**src/rtl/morse_seq_module.sv**
```systemverilog
// ---------------------------------------------------------------------------
// morse_seq_module
//
// Purpose:
//   Plays a latched list of Morse symbols (dot, dash, letter gap, end) on a
//   single registered key/buzzer output.  A dot is 1 unit of tone and a dash
//   is 3 units.  Every tone is followed by 1 unit of silence.  A letter gap
//   adds 2 silent units.  Between repetitions there is a 7-unit word gap.
//   The whole message is sent rpt_in+1 times.  A one-cycle done_sig pulse
//   marks completion.
//
// Parameters:
//   UNIT_CYCLES : clock cycles per Morse time unit (>= 1)
//   MAX_SYM     : number of 2-bit symbol slots in msg_in (1..64)
//
// Ports:
//   CLK       in   system clock, rising edge
//   RSTn      in   asynchronous active-low reset
//   start_sig in   level request to transmit, sampled only while idle
//   msg_in    in   symbol list. Slot i = msg_in[2i+1:2i] and slot 0 is
//                  sent first. 00 dot, 01 dash, 10 letter gap, 11 end.
//   rpt_in    in   repeat count (message sent rpt_in+1 times)
//   abort_sig in   (only with MORSE_ABORT_EN) stop transmission and finish
//   busy      out  high whenever the sequencer is not idle
//   done_sig  out  one-cycle completion pulse
//   pin_out   out  registered tone drive, high = tone
//
// Build option:
//   MORSE_ABORT_EN : when defined, adds the abort_sig input.
// ---------------------------------------------------------------------------
module morse_seq_module #(
   parameter int unsigned UNIT_CYCLES = 12500000,
   parameter int unsigned MAX_SYM     = 16
) (
   input  logic                 CLK,
   input  logic                 RSTn,
   input  logic                 start_sig,
   input  logic [2*MAX_SYM-1:0] msg_in,
   input  logic [3:0]           rpt_in,
`ifdef MORSE_ABORT_EN
   input  logic                 abort_sig,
`endif
   output logic                 busy,
   output logic                 done_sig,
   output logic                 pin_out
);

   // The counter must reach 7*UNIT_CYCLES-1 for the word gap.
   localparam int unsigned CW = $clog2(7 * UNIT_CYCLES) < 1 ? 1 : $clog2(7 * UNIT_CYCLES);
   // The slot index must be able to hold MAX_SYM itself. That value is
   // the "ran off the end" marker.
   localparam int unsigned SW = $clog2(MAX_SYM + 1);

   localparam logic [CW-1:0] LIM1 = CW'(UNIT_CYCLES - 1);
   localparam logic [CW-1:0] LIM2 = CW'(2 * UNIT_CYCLES - 1);
   localparam logic [CW-1:0] LIM3 = CW'(3 * UNIT_CYCLES - 1);
   localparam logic [CW-1:0] LIM7 = CW'(7 * UNIT_CYCLES - 1);
   localparam logic [SW-1:0] SLOT_END = SW'(MAX_SYM);

   typedef enum logic [2:0] {
      IDLE  = 3'd0,
      FETCH = 3'd1,
      ON    = 3'd2,
      OFF   = 3'd3,
      WORD  = 3'd4,
      DONE  = 3'd5
   } state_t;

   state_t               state_reg, state_next;
   logic [CW-1:0]        cnt_reg, cnt_next;
   logic [CW-1:0]        lim_reg, lim_next;
   logic [SW-1:0]        slot_reg, slot_next;
   logic [3:0]           rpt_cnt_reg, rpt_cnt_next;
   logic [3:0]           rpt_reg, rpt_next;
   logic [2*MAX_SYM-1:0] msg_reg, msg_next;
   logic                 pin_reg, pin_next;
   logic                 done_reg, done_next;

   // ------------------------------------------------------------------
   // Slot decode. This is used both by FETCH and by the last cycle of
   // every silent period. That is why a new element starts directly
   // after the previous one, with no bubble cycle in between.
   // ------------------------------------------------------------------
   logic [2*MAX_SYM-1:0] sym_shift;
   logic [1:0]           sym;
   logic                 msg_end;

   state_t               dec_state;
   logic [CW-1:0]        dec_lim;
   logic                 dec_pin;
   logic [SW-1:0]        dec_slot;
   logic [3:0]           dec_rpt;

   assign sym_shift = msg_reg >> {slot_reg, 1'b0};
   assign sym       = sym_shift[1:0];
   assign msg_end   = (slot_reg == SLOT_END) || (sym == 2'b11);

   always_comb begin
      dec_state = DONE;
      dec_lim   = '0;
      dec_pin   = 1'b0;
      dec_slot  = slot_reg;
      dec_rpt   = rpt_cnt_reg;
      if (msg_end) begin
         if (rpt_cnt_reg < rpt_reg) begin
            // The slot index is rewound now, so the end of WORD decodes slot 0.
            dec_state = WORD;
            dec_lim   = LIM7;
            dec_slot  = '0;
            dec_rpt   = rpt_cnt_reg + 4'd1;
         end
      end else begin
         case (sym)
            2'b00: begin
               dec_state = ON;
               dec_lim   = LIM1;
               dec_pin   = 1'b1;
               dec_slot  = slot_reg + SW'(1);
            end
            2'b01: begin
               dec_state = ON;
               dec_lim   = LIM3;
               dec_pin   = 1'b1;
               dec_slot  = slot_reg + SW'(1);
            end
            default: begin
               dec_state = OFF;
               dec_lim   = LIM2;
               dec_slot  = slot_reg + SW'(1);
            end
         endcase
      end
   end

   // ------------------------------------------------------------------
   // Next-state / output logic
   // ------------------------------------------------------------------
   always_comb begin
      state_next   = state_reg;
      cnt_next     = cnt_reg;
      lim_next     = lim_reg;
      slot_next    = slot_reg;
      rpt_cnt_next = rpt_cnt_reg;
      rpt_next     = rpt_reg;
      msg_next     = msg_reg;
      pin_next     = 1'b0;

      case (state_reg)
         IDLE: begin
            if (start_sig) begin
               state_next   = FETCH;
               msg_next     = msg_in;
               rpt_next     = rpt_in;
               slot_next    = '0;
               rpt_cnt_next = '0;
               cnt_next     = '0;
            end
         end
         FETCH: begin
            state_next   = dec_state;
            lim_next     = dec_lim;
            pin_next     = dec_pin;
            slot_next    = dec_slot;
            rpt_cnt_next = dec_rpt;
            cnt_next     = '0;
         end
         ON: begin
            pin_next = 1'b1;
            if (cnt_reg == lim_reg) begin
               // Every tone is followed by exactly one silent unit.
               state_next = OFF;
               lim_next   = LIM1;
               cnt_next   = '0;
               pin_next   = 1'b0;
            end else begin
               cnt_next = cnt_reg + CW'(1);
            end
         end
         OFF, WORD: begin
            if (cnt_reg == lim_reg) begin
               state_next   = dec_state;
               lim_next     = dec_lim;
               pin_next     = dec_pin;
               slot_next    = dec_slot;
               rpt_cnt_next = dec_rpt;
               cnt_next     = '0;
            end else begin
               cnt_next = cnt_reg + CW'(1);
            end
         end
         DONE: begin
            state_next = IDLE;
         end
         default: begin
            state_next = IDLE;
         end
      endcase

`ifdef MORSE_ABORT_EN
      // DONE is left out here, so an abort during the completion cycle
      // does not produce a second pulse.
      if (abort_sig && (state_reg != IDLE) && (state_reg != DONE)) begin
         state_next = DONE;
         pin_next   = 1'b0;
         cnt_next   = '0;
      end
`endif

      done_next = (state_next == DONE);
   end

   // ------------------------------------------------------------------
   // State registers
   // ------------------------------------------------------------------
   always_ff @(posedge CLK or negedge RSTn) begin
      if (!RSTn) begin
         state_reg   <= IDLE;
         cnt_reg     <= '0;
         lim_reg     <= '0;
         slot_reg    <= '0;
         rpt_cnt_reg <= '0;
         rpt_reg     <= '0;
         msg_reg     <= '0;
         pin_reg     <= 1'b0;
         done_reg    <= 1'b0;
      end else begin
         state_reg   <= state_next;
         cnt_reg     <= cnt_next;
         lim_reg     <= lim_next;
         slot_reg    <= slot_next;
         rpt_cnt_reg <= rpt_cnt_next;
         rpt_reg     <= rpt_next;
         msg_reg     <= msg_next;
         pin_reg     <= pin_next;
         done_reg    <= done_next;
      end
   end

   assign busy     = (state_reg != IDLE);
   assign done_sig = done_reg;
   assign pin_out  = pin_reg;

endmodule

```
**config.mk**
```make
export PLATFORM = sky130hd
export DESIGN_NAME = morse_seq_module
export DESIGN_NICKNAME = d
export VERILOG_FILES = /design/src/rtl/morse_seq_module.sv
export SDC_FILE = /design/constraint.sdc
export NUM_CORES = 1
export LEC_CHECK = 0
export CORE_MARGIN = 2
export CORE_UTILIZATION = 25
export DETAILED_ROUTE_END_ITERATION = 12
export GPL_TIMING_DRIVEN = 0
export SYNTH_ARGS = -nofsm -noshare
export SYNTH_HDL_FRONTEND = slang
export SYNTH_SLANG_ARGS = --single-unit
```
**constraint.sdc**
```tcl
create_clock -name CLK -period 2.8 [get_ports CLK]
set_clock_uncertainty 0.15 [all_clocks]
set_input_delay 0.42 -clock CLK [delete_from_list [all_inputs] [get_ports CLK]]
set_output_delay 0.42 -clock CLK [all_outputs]
set_load 0.01 [all_outputs]
```
==> results of run 1 <==
-- worst max-delay path, stage by stage (launching register included) --
cell	delay, ps
dfrtp_1	420
or3_1	380
a222oi_1	490
o21ai_2	210
o21ai_2	210
nand2_2	150
or4_1	510
o211ai_1	100
-- per-layer routing --
layer	wire length, um	up-vias	share of wire (%)	global-route usage, %
met5	0	-	0	0
met4	255	0	2.5	5.16
met3	406	18	3.9	2.34
met2	4920	77	48	17.4
met1	4760	1706	46	14.6
li1	-	1682	-	-
-- logic make-up (layout without fill, tap and decap cells) --
logic type	Yosys count	count (layout)	share of synthesized area [%]
and+or+nand+nor	144	144	16.3
DFF	88	88	47.7
AOI/OAI and AO/OA	77	77	11.9
adders and majority gates	7	7	1.90
buffers and inverters	35	110	3.42
xor gates and xnor gates	27	27	5.13
muxes	49	49	13.6
-- metrics by stage --
step                      hold WS, ps  utilization, %
after floorplan                 -25.6               -
after global placement            333            29.5
after detailed placement          300            29.6
after CTS                         358            31.3
after global routing              366            32.3
final                             353            32.3
-- layout make-up --
| cell class | count | area (sq um) | share of cell area, % |
|---|---|---|---|
| Tap cell | 229 | 287 | 4.92 |
| Clock inverter | 3 | 40.0 | 0.688 |
| Timing Repair Buffer | 59 | 569 | 9.78 |
| Clock buffer | 13 | 260 | 4.47 |
| Multi-Input combinational cell | 304 | 2300 | 39.5 |
| Inverter | 25 | 93.8 | 1.61 |
| Sequential cell | 88 | 2210 | 37.9 |
| Buffer | 10 | 66.3 | 1.14 |
-- what timing repair did --
item	4_1_cts	5_1_grt
endpoints found under the hold margin	41	0
buffers inserted	0	16
hold buffers	1	0
gates resized for setup	0	15
endpoints found under the setup margin	0	62
-- final timing paths --
| kind | start | endpoint | slack [ps] | cells after the start |
|---|---|---|---|---|
| worst max-delay path | lim_reg[19] | slot_reg[3] | 110 | 7 |
| worst min-delay path | msg_reg[9] | msg_reg[9] | 350 | 1 |
| worst max register to register | lim_reg[19] | slot_reg[3] | 110 | 7 |
| worst min register to register | msg_reg[9] | msg_reg[9] | 350 | 1 |
| max in group asynchronous | RSTn | cnt_reg[16] | 1410 | 3 |
| min in group asynchronous | RSTn | msg_reg[1] | 450 | 2 |
-- placed cells by master (no fill, tap or decap), types with 3 or more instances in the layout --
cell,instances
dfrtp_1,85
clkdlybuf4s50_1,40
nor2_1,36
mux2_2,33
nand2_1,30
inv_1,25
o21ai_0,18
buf_4,16
nand3_1,15
xor2_1,15
xnor2_1,12
or3_1,10
a21oi_1,10
nand4_1,9
nor3_1,9
clkbuf_16,9
mux2i_1,8
ha_1,7
clkbuf_1,6
a22oi_1,5
or4_1,4
o21ai_2,4
buf_6,4
and2_1,4
o21a_1,4
and3_1,4
mux4_1,3
mux4_2,3
o21ai_1,3
a22o_1,3
o211ai_1,3
dfrtp_2,3
-- power groups by stage --
stage	sequential [W]	clock [W]	combinational, W
2_1_floorplan	0.00157	0	0.000511
4_1_cts	0.00160	0.00125	0.000701
5_1_grt	0.00163	0.00131	0.000780
3_5_place_dp	0.00162	0	0.000696
6_report	0.00160	0.00122	0.000695
3_3_place_gp	0.00161	0	0.000681
==> impl_metrics.tcl, run 1 <==
set metrics [dict create \
    syn_area_sq_mm 0.00461 \
    area_growth_pct 26.2 \
    n_fill_cell 1847 \
    clock_power_share_pct 34.8 \
    swShare_pct 27.4 \
    synth_area_leaders "dfrtp_1 (48%), mux2_2 (8.1%), nor2_1 (3.0%)" \
    setup-violations-final 0 \
    vias_per_cell 4.76 \
    drive_above_1_share_pct 20.7 \
    power_frac_comb_pct 19.8 \
    io_buffers 41 \
    dpl_cell_area_sq_mm 0.00533 \
    syn_inst 427 \
    ys.flop_type "dfrtp_1" \
    crit_path_max_fanout 8 \
    clk_path_buf_depth 2 \
    async_flop_share_pct 100 \
    p_leak_nw 2.49 \
    boundaryPins 42 \
    dp_cells 698 \
    synth_cell_types 63 \
    cts_tree "built" \
    post-route-period-util_pct 96.0 \
    switchingPower_w 0.000965 \
    max_freq_mhz 372 \
    rsz0062_at_grt "true" \
    max-vdd-ir-drop_v 0.000385 \
    die_h_um 140 \
    antenna_found_initial 0 \
    slew-limit-headroom_pct 57.0 \
    antenna_left 0 \
    grt_pass1_vias 3526 \
    arrival_ps 2800 \
    largest_reg_flops 32 \
    fin_ws_ps 111 \
    hpwl_um 7600 \
    synth_common_cells "dfrtp_1 (88), nor2_1 (37), mux2_2 (33)" \
    numCtsBuffers 9 \
    clkLatencyLatePin_ps 350 \
    p_per_area_mw_per_mm2 604 \
    antenna_cells 0 \
    grt_overflow_total 0 \
    row_count 49 \
    drv_slew 0 \
    pwr-share-seq_pct 45.5 \
    final_cells 731 \
    tns_ps 0 \
    synth_seq_cells 88 \
    maxCapViolCount 0 \
    via_count 3483 \
    hold_path_class "reg -> reg" \
    final_area_sq_mm 0.00582 \
    hold_viol 0 \
    start_util_pct 25.6 \
    dieArea_sq_mm 0.0195 \
    postRouteWirelength_um 10300 \
    syn_nets 473 \
    cts.clk_slew.worst_paths_ps 60 \
    synth.top_cell.area_share_pct 47.7 \
    gp_congestion 0.903 \
    fp.coreArea_sq_mm 0.0180 \
    critical_path.startpoint_type "flop" \
    die_w_um 140 \
    internal-power_w 0.00255 \
    cts_htree_levels 3 \
    criticalPathCategory "reg -> reg" \
    yosysSeqAreaShare_pct 47.7 \
    finalNetCount 543 \
    grt_use_total_pct 11.1 \
    cts_num_sinks 88 \
    root_buffer "clkbuf_16" \
    firstDrtPassIters 4 \
    period_minus_slack_ps 2690 \
    drc 0 \
    worst_pin_slew_ps 639 \
    place_ws_ps -259 \
    wl_per_cell_um 14.1 \
    grt_max_degree 48 \
    syn_area_per_cell_sq_um 10.8 \
    grt_pass1_wl_um 17600 \
    end_kind "flop" \
    synth.most_common_cell "dfrtp_1" \
    required_ps 2910 \
    status "completed" \
    synth_edf_count 0 \
    drtIter0Drc 161 \
    design_power_total_w 0.00352 \
    synth_area_leader_cell "dfrtp_1" \
    yosysWarnings 0 \
]
No activity file was read; power rests on OpenSTA's default activity.
==> inputs of run 2 (changes only) <==
--- a/config.mk
+++ b/config.mk
@@ -7,8 +7,10 @@
 export LEC_CHECK = 0
 export CORE_MARGIN = 2
 export CORE_UTILIZATION = 25
+export CTS_CLUSTER_SIZE = 20
 export DETAILED_ROUTE_END_ITERATION = 12
 export GPL_TIMING_DRIVEN = 0
+export PLACE_DENSITY = 0.44
 export SYNTH_ARGS = -nofsm -noshare
 export SYNTH_HDL_FRONTEND = slang
 export SYNTH_SLANG_ARGS = --single-unit
==> run 2 against run 1 <==
  * Sequential share of layout area grew 0.53 points
  * Critical path depth stayed put
  * Final area is 1.5% lower
  * Critical path type unchanged
  * Largest cell class unchanged
  * Highest routed layer unchanged
==> impl_metrics.tcl, run 2 (synthesized netlist as in run 1, its figures left out) <==
set metrics [dict create \
    status "completed" \
    period_minus_slack_ps 2750 \
    antenna_left 0 \
    wl_per_cell_um 15.1 \
    rr_endpoint "rpt_cnt_reg[3]" \
    cts_tree "built" \
    design_power_total_w 0.00352 \
    p_leak_nw 2.45 \
    min-delay-start "msg_reg[11]" \
    boundaryPins 42 \
    cts.clk_slew.worst_paths_ps 70 \
    pwr-share-seq_pct 45.4 \
    die_w_um 140 \
    critical_path.startpoint_type "flop" \
    criticalPathCategory "reg -> reg" \
    r2r_cells 7 \
    cp_top_family "compound AO/OA/AOI/OAI gates" \
    clk_path_buf_depth 2 \
    finalNetCount 535 \
    hold_path_class "reg -> reg" \
    die_h_um 140 \
    maxCapViolCount 0 \
    row_count 49 \
    final_cells 723 \
    fp.coreArea_sq_mm 0.0180 \
    hold_depth 1 \
    grt_pass1_wl_um 18400 \
    internal-power_w 0.00245 \
    layout_common_cells "dfrtp_1 (87), clkdlybuf4s50_1 (40), nor2_1 (36), mux2_2 (33), nand2_1 (31)" \
    drive_above_1_share_pct 19.0 \
    cts_htree_levels 3 \
    drc 0 \
    rsz0062_at_grt "true" \
    gp_congestion 0.775 \
    switchingPower_w 0.00107 \
    required_ps 2890 \
    grt_use_total_pct 11.9 \
    n_fill_cell 1878 \
    root_buffer "clkbuf_16" \
    vias_per_cell 4.71 \
    numCtsBuffers 9 \
    hold_viol 0 \
    setup-violations-final 0 \
    io_buffers 41 \
    grt_max_degree 50 \
    area_growth_pct 24.3 \
    power_frac_comb_pct 20.1 \
    postRouteWirelength_um 10900 \
    p_per_area_mw_per_mm2 615 \
    arrival_ps 2840 \
    grt_pass1_vias 3479 \
    start_util_pct 25.6 \
    end_kind "flop" \
    clock_power_share_pct 34.5 \
    dp_cells 698 \
    max_freq_mhz 364 \
    path_buf_inv 0 \
    r2r_slack_ps 50 \
    critPathMaxStageDelay_ps 470 \
    antenna_cells 0 \
    crit_top_cell "o21ai_2" \
    final_common_cell "dfrtp_1" \
    largest_reg_flops 32 \
    max-vdd-ir-drop_v 0.000346 \
    hpwl_um 7990 \
    crit_path_max_fanout 6 \
    via_count 3403 \
    clkLatencyLatePin_ps 360 \
    slew-limit-headroom_pct 50.1 \
    grt_overflow_total 0 \
    antenna_found_initial 0 \
    dieArea_sq_mm 0.0195 \
    post-route-period-util_pct 98.2 \
    drv_slew 0 \
    crit_path_cell_trace "or3_1 -> a222oi_1 -> o21ai_2 -> o21ai_2 -> o2111a_2 -> nand4_2 -> mux2_4" \
    worst_pin_slew_ps 749 \
    cp_slowest_cell "a222oi_1" \
    firstDrtPassIters 4 \
    r2r_start "lim_reg[19]" \
    swShare_pct 30.5 \
    cts_num_sinks 88 \
    hold_path_end "msg_reg[11]" \
    drtIter0Drc 205 \
]
==> run 2: cell types whose count changed in the layout (fill, tap and decap cells not counted), sizes merged <==
cell	before	now
clkinv	2	1
bufinv	1	0
clkbuf	18	13
inv	25	31
buf	23	16
==> run 2: cell type report <==
type                       instances  area [sq um]  share of cell area [%]
multi-input combinational        304          2290                    40.0
timing repair buffer              51           498                    8.68
sequential                        88          2200                    38.4
clock buffer                       9           225                    3.93
inverter                          25          93.8                    1.64
clock inverter                     7          68.8                    1.20
tap                              229           287                    5.00
buffer                            10          63.8                    1.11
==> run 2: worst max-delay path by stage <==
stage / start / slack (ps) / endpoint / depth (start not counted)
after floorplan: slot_reg[0] / 300 / rpt_cnt_reg[3] / 8
after global routing: cnt_reg[12] / -20 / lim_reg[22] / 6
after CTS: cnt_reg[12] / 3 / slot_reg[3] / 7
final: lim_reg[19] / 50 / rpt_cnt_reg[3] / 7
after detailed placement: start_sig / -340 / cnt_reg[25] / 9
after global placement: RSTn / -2200 / msg_reg[1] / 1
==> run 2: per-layer routing <==
metal	global-route usage (%)	vias to the layer above	wire [um]
met5	0	-	0
met2	18.6	64	5140
met3	3.10	12	384
li1	-	1661	-
met4	3.74	0	146
met1	16.0	1666	5250
==> run 2: metrics by stage <==
stage | TNS (ps) | setup slack (ps) | util [%] | hold WS [ps] | area, sq um
CTS | 0 | 2.63 | 31.3 | 359 | 5640
global route | -21.9 | -19.5 | 31.8 | 374 | 5730
global placement | -193940 | -2200 | 29.5 | 333 | 5310
floorplan | 0 | 301 | - | -25.6 | 4610
finish | 0 | 50.6 | 31.8 | 356 | 5730
detailed placement | -1290 | -345 | 29.6 | 341 | 5330
==> run 2: repair_timing <==
| item | in CTS | in global routing |
|---|---|---|
| gates cloned | 0 | 0 |
| buffers inserted | 0 | 8 |
| hold buffers | 1 | 0 |
| endpoints found under the hold margin | 48 | 0 |
| endpoints found under the setup margin | 2 | 31 |
| pin swaps | 0 | 3 |
| gates resized for setup | 2 | 7 |
==> run 2: worst register-to-register path, cell delays in order (launching register included) <==
cell and delay, ps:
dfrtp_1 440, or3_1 380, a222oi_1 470, o21ai_2 270, o21ai_2 220, o2111a_2 280
nand4_2 130, mux2_4 310
==> run 2: power by group through the flow <==
| stage | clock network (W) | registers, W | logic [W] |
|---|---|---|---|
| 6_report | 0.00122 | 0.00160 | 0.000707 |
| 3_5_place_dp | 0 | 0.00162 | 0.000705 |
| 2_1_floorplan | 0 | 0.00157 | 0.000511 |
| 3_3_place_gp | 0 | 0.00162 | 0.000696 |
| 4_1_cts | 0.00126 | 0.00160 | 0.000710 |
| 5_1_grt | 0.00132 | 0.00163 | 0.000804 |
